## src/rtl/clk_gen_pkg.sv

```systemverilog
// clk_gen_pkg: shared FSM state encoding and default parameters for clk_enable_gen.
package clk_gen_pkg;
    typedef enum logic [1:0] {
        WAIT_LOCK = 2'd0,
        HOLD      = 2'd1,
        RUN       = 2'd2
    } state_t;
    localparam int DEF_NUM_CH    = 5;
    localparam int DEF_ACC_W     = 32;
    localparam int DEF_LOCK_HOLD = 1024;
endpackage

```

## src/rtl/clk_gen_nco.sv

```systemverilog
// clk_gen_nco: one phase accumulator with its increment/phase registers and a
// registered carry that forms the channel's clock-enable pulse.
module clk_gen_nco
    import clk_gen_pkg::*;
#(
    parameter int ACC_W = DEF_ACC_W
) (
    input  logic             clk,
    input  logic             reset_n,
    input  logic             wr,
    input  logic [ACC_W-1:0] wr_inc,
    input  logic [ACC_W-1:0] wr_phase,
    input  logic             load,
    input  logic             advance,
    output logic             ce
);
    logic [ACC_W-1:0] acc;
    logic [ACC_W-1:0] inc;
    logic [ACC_W-1:0] phase;
    logic [ACC_W:0]   sum;

    assign sum = {1'b0, acc} + {1'b0, inc};

    // The add always uses the registered inc, so a write lands one cycle later;
    // a load coinciding with a write takes the freshly written phase.
    always_ff @(posedge clk or negedge reset_n) begin
        if (!reset_n) begin
            acc   <= '0;
            inc   <= '0;
            phase <= '0;
            ce    <= 1'b0;
        end else begin
            if (wr) begin
                inc   <= wr_inc;
                phase <= wr_phase;
            end
            if (load)
                acc <= wr ? wr_phase : phase;
            else if (advance)
                acc <= sum[ACC_W-1:0];
            ce <= advance & sum[ACC_W];
        end
    end
endmodule

```

## src/rtl/clk_enable_gen.sv

```systemverilog
// clk_enable_gen: multi-channel NCO clock-enable generator gated by a
// synchronised, debounced PLL lock indication.
module clk_enable_gen
    import clk_gen_pkg::*;
#(
    parameter int NUM_CH    = DEF_NUM_CH,
    parameter int ACC_W     = DEF_ACC_W,
    parameter int LOCK_HOLD = DEF_LOCK_HOLD,
    localparam int CH_W     = (NUM_CH > 1) ? $clog2(NUM_CH) : 1
) (
    input  logic              clk,
    input  logic              reset_n,
    input  logic              pll_locked,
    input  logic              resync,
    input  logic              cfg_valid,
    output logic              cfg_ready,
    input  logic [CH_W-1:0]   cfg_ch,
    input  logic [ACC_W-1:0]  cfg_inc,
    input  logic [ACC_W-1:0]  cfg_phase,
    output logic [NUM_CH-1:0] ce,
    output logic              running
);
    localparam int CNT_W = $clog2(LOCK_HOLD);

    logic             sync1;
    logic             lock;
    state_t           state;
    state_t           state_nx;
    logic [CNT_W-1:0] cnt;
    logic [CNT_W-1:0] cnt_nx;
    logic             go_run;
    logic             advance;
    logic             load;
    logic             wr;

    always_ff @(posedge clk or negedge reset_n) begin
        if (!reset_n) begin
            sync1     <= 1'b0;
            lock      <= 1'b0;
            state     <= WAIT_LOCK;
            cnt       <= '0;
            cfg_ready <= 1'b0;
        end else begin
            sync1     <= pll_locked;
            lock      <= sync1;
            state     <= state_nx;
            cnt       <= cnt_nx;
            cfg_ready <= 1'b1;
        end
    end

    always_comb begin
        state_nx = state;
        cnt_nx   = cnt;
        go_run   = 1'b0;
        case (state)
            WAIT_LOCK: begin
                if (lock) begin
                    state_nx = HOLD;
                    cnt_nx   = '0;
                end
            end
            HOLD: begin
                if (!lock)
                    state_nx = WAIT_LOCK;
                else if (cnt == CNT_W'(LOCK_HOLD - 1)) begin
                    state_nx = RUN;
                    go_run   = 1'b1;
                end else
                    cnt_nx = cnt + 1'b1;
            end
            RUN:     state_nx = lock ? RUN : WAIT_LOCK;
            default: state_nx = WAIT_LOCK;
        endcase
    end

    // A resync cycle loads instead of adding, which also blanks the next ce.
    assign running = (state == RUN);
    assign advance = running & lock & ~resync;
    assign load    = go_run | (running & resync);
    assign wr      = cfg_valid & cfg_ready;

    for (genvar i = 0; i < NUM_CH; i++) begin : g_ch
        clk_gen_nco #(.ACC_W(ACC_W)) u_nco (
            .clk      (clk),
            .reset_n  (reset_n),
            .wr       (wr && (cfg_ch == CH_W'(i))),
            .wr_inc   (cfg_inc),
            .wr_phase (cfg_phase),
            .load     (load),
            .advance  (advance),
            .ce       (ce[i])
        );
    end
endmodule

```

## config.mk

```make
export PLATFORM = sky130hd
export DESIGN_NAME = clk_enable_gen
export DESIGN_NICKNAME = d
export VERILOG_FILES = /design/src/rtl/clk_gen_pkg.sv /design/src/rtl/clk_gen_nco.sv /design/src/rtl/clk_enable_gen.sv
export SDC_FILE = /design/constraint.sdc
export NUM_CORES = 1
export LEC_CHECK = 0
export CAP_MARGIN = 20
export CORE_MARGIN = 1
export CORE_UTILIZATION = 63
export CTS_CLUSTER_SIZE = 8
export DETAILED_ROUTE_END_ITERATION = 8
export GPL_TIMING_DRIVEN = 0
export PLACE_DENSITY_LB_ADDON = 0.08
export SLEW_MARGIN = 20
export SYNTH_ARGS = -nofsm -noshare
export SYNTH_HDL_FRONTEND = slang
export SYNTH_SLANG_ARGS = --single-unit
export TNS_END_PERCENT = 10
```

## constraint.sdc

```tcl
create_clock -name clk -period 4.2 [get_ports clk]
set_input_delay 0.84 -clock clk [delete_from_list [all_inputs] [get_ports clk]]
set_output_delay 0.84 -clock clk [all_outputs]
set_load 0.02 [all_outputs]
```

==> results.sh <==
export IMPL_yosysTopAreaCellShare_pct=45.9
export IMPL_setup_viol=0
export IMPL_route_detailed_wl_per_inst_um=25.0
export IMPL_synth_edf_count=0
export IMPL_fin_crit_ns=3.90
export IMPL_total_power_uw=22300
export IMPL_synth_compound_area_share_pct=17.0
export IMPL_rows=75
export IMPL_vdd_drop_max_uv=594
export IMPL_hpwl_um=60100
export IMPL_clkSinkCount=500
export IMPL_grt_ovfl_total=0
export IMPL_synth_fa_ha_area_share_pct=7.93
export IMPL_synth_area_top_cells="dfrtp_1 46%, mux2_2 13%, ha_1 7.6%"
export IMPL_hold_path_class="in -> async"
export IMPL_ys_types=78
export IMPL_synth_top_family_by_area="compound AO/OA/AOI/OAI gates"
export IMPL_fp_coreArea_um2=42300
export IMPL_boundaryPins=79
export IMPL_rsz0062_at_grt="false"
export IMPL_h_tree_depth=3
export IMPL_fmax_mhz=256
export IMPL_syn_nets=2788
export IMPL_num_nets_final=2947
export IMPL_antenna_found_initial=6
export IMPL_fp_dieH_um=210
export IMPL_tightest_slew_ns=1.13
export IMPL_synth_simple_area_share_pct=8.93
export IMPL_leakage_uw=0.0139
export IMPL_maxCapViolCount=0
export IMPL_grt_pass1_wl_um=126000
export IMPL_avgSynthCellArea_um2=10.7
export IMPL_cts_max_path_buffers=3
export IMPL_instances_no_fill=3291
export IMPL_rrSetupSlack_ns=0.30
export IMPL_critPathRequiredTime_ns=4.63
export IMPL_regToRegStartpoint="g_ch[0].u_nco.inc[0]"
export IMPL_grt_max_degree=101
export IMPL_cts_hold_fix_buffers=0
export IMPL_worstPathMaxFanout=4
export IMPL_dr_total_vias=21570
export IMPL_antenna_left=0
export IMPL_critPathCaptureType="flop"
export IMPL_portBuffers=78
export IMPL_root_buffer="clkbuf_16"
export IMPL_dp_slack_ns=0.0948
export IMPL_cts_setup_buffers=0
export IMPL_drc=0
export IMPL_clkLatencyLatePin_ns=0.61
export IMPL_routed_via_density=6.55
export IMPL_yosys_warnings=0
export IMPL_placed_cells=3207
export IMPL_die_area_um2=44100
export IMPL_syn_instance_count=2546
export IMPL_timing_hold_ws_ns=0.133
export IMPL_synth_xor_area_share_pct=4.69
export IMPL_muxShareOfSynthArea_pct=13.2
export IMPL_final_common_cell="dfrtp_1"
export IMPL_drv_slew=0
export IMPL_final_util_pct=73.0
export IMPL_first_global_vias=21519
export IMPL_yosys_area_top_type="dfrtp_1"
export IMPL_finClkSkew_ns=0.0218
export IMPL_syn_area_um2=27300
export IMPL_routabilityCongestion=1.02
export IMPL_start_util_pct=64.5
export IMPL_hold_viol=0
export IMPL_die_x_um=210
export IMPL_synth_seq_cells=500
export IMPL_synth_seq_area_share_pct=45.9
export IMPL_ctsResizeCount=0
export IMPL_finalCritPeriodShare_pct=92.9
export IMPL_syn_to_final_growth_pct=13.2
export IMPL_outcome="completed"
export IMPL_clk_transition_reported_paths_ns=0.05
export IMPL_cp_arrival_ns=4.33
export IMPL_grtUsageTotal_pct=38.2
export IMPL_setup_ws_ns=0.299
export IMPL_drive_above_1_share_pct=16.5
export IMPL_cp_start_kind="flop"
export IMPL_first_iter_violations=2058
export IMPL_cts_buffers_inserted=72
export IMPL_dr_pass1_iters=6
export IMPL_async_reset_ff_share_pct=100
export IMPL_final_cell_mix="500 x dfrtp_1, 320 x mux2_2, 204 x a21oi_1, 165 x ha_1, 162 x nand2_1"
export IMPL_power_density_nw_per_um2=723
export IMPL_r2r_cells=11
export IMPL_relSlewSlack_pct=24.5
export IMPL_crit_type="reg -> reg"
export IMPL_timing_rr_end="g_ch[0].u_nco.ce"
export IMPL_cts_tree="built"
export IMPL_routed_wl_um=82100
export IMPL_synth_main_ff_cell="dfrtp_1"
-- cells by family (layout without fill, tap and decap cells) --
logic type               Yosys count  after routing
multiplexers                     321            321
buffers and inverters            164            329
AND/OR/NAND/NOR                  527            527
adder cells (fa/ha/maj)          170            170
other                              1              4
flip-flops                       500            500
AO/OA/AOI/OAI                    717            717
XOR/XNOR                         146            146
-- registers in the layout, summed over array words and instances, names as in the netlist --
| register | count |
|---|---|
| g_ch.u_nco.acc | 160 |
| g_ch.u_nco.ce | 5 |
| g_ch.u_nco.inc | 160 |
| lock | 1 |
| state | 2 |
| cnt | 10 |
| sync1 | 1 |
| g_ch.u_nco.phase | 160 |
| cfg_ready | 1 |
-- critical path: stages, from the launching register on --
cell and delay, ns:
dfrtp_1 0.38, ha_1 0.25, fa_1 0.48, a21oi_1 0.23, o22ai_1 0.15, o31ai_1 0.57, o211a_1 0.32, o21ai_0 0.21
a221oi_1 0.65, o31ai_1 0.17, a21oi_1 0.25, nor2_1 0.08
-- metrics by stage --
stage	setup TNS [ns]	instance area, um2
after floorplan	0	27300
after global placement	-9523.77	28800
after detailed placement	0	29000
after CTS	0	30900
after global routing	0	30900
final	0	30900
-- how the worst max path moves through the flow --
stage	startpoint	end	slack (ns)	cells past startpoint
after detailed placement	resync	g_ch[4].u_nco.acc[30]	0.09	7
after global placement	reset_n	cnt[2]	-19.12	1
after global routing	g_ch[0].u_nco.inc[0]	g_ch[0].u_nco.ce	0.23	11
after CTS	g_ch[0].u_nco.inc[0]	g_ch[0].u_nco.ce	0.35	11
after floorplan	g_ch[0].u_nco.inc[0]	g_ch[0].u_nco.acc[28]	1.24	11
final	g_ch[0].u_nco.inc[0]	g_ch[0].u_nco.ce	0.30	11
-- Yosys cell counts, drive strengths merged (19+ instances only) --
| master | n |
|---|---|
| ha | 165 |
| o21bai | 29 |
| a211oi | 19 |
| buf | 23 |
| a31oi | 19 |
| nand2 | 162 |
| a21oi | 206 |
| and3 | 25 |
| nor2 | 158 |
| mux2 | 320 |
| o21ai | 116 |
| xor2 | 69 |
| clkbuf | 105 |
| dfrtp | 500 |
| nand4 | 26 |
| xnor2 | 77 |
| o211ai | 42 |
| a21o | 85 |
| inv | 36 |
| a22oi | 48 |
| nand3 | 80 |
| o22ai | 66 |
-- where the power goes --
part	internal (uW)	total [uW]	switching, uW
logic	4260	10100	5820
clock network	3120	5160	2040
registers	6270	7080	803
total	13700	22300	8660
-- layout make-up --
type | instances | area (um2)
multi-input cells | 1882 | 14100
flip-flops and latches | 500 | 12500
fillers | 3047 | 11400
clock buffers | 76 | 1880
repair buffers | 85 | 950
well taps | 577 | 722
plain buffers | 128 | 510
inverters | 36 | 135
clock inverters | 4 | 31.3
diodes | 3 | 7.51
-- routing by layer --
layer | share of wire, % | GRT usage [%] | up-vias
met3 | 8.9 | 6.63 | 202
met5 | 0.019 | 0 | -
li1 | - | - | 9655
met4 | 3.7 | 14.7 | 2
met1 | 41 | 52.4 | 10755
met2 | 46 | 60.6 | 956
No activity file was read; power rests on OpenSTA's default activity.
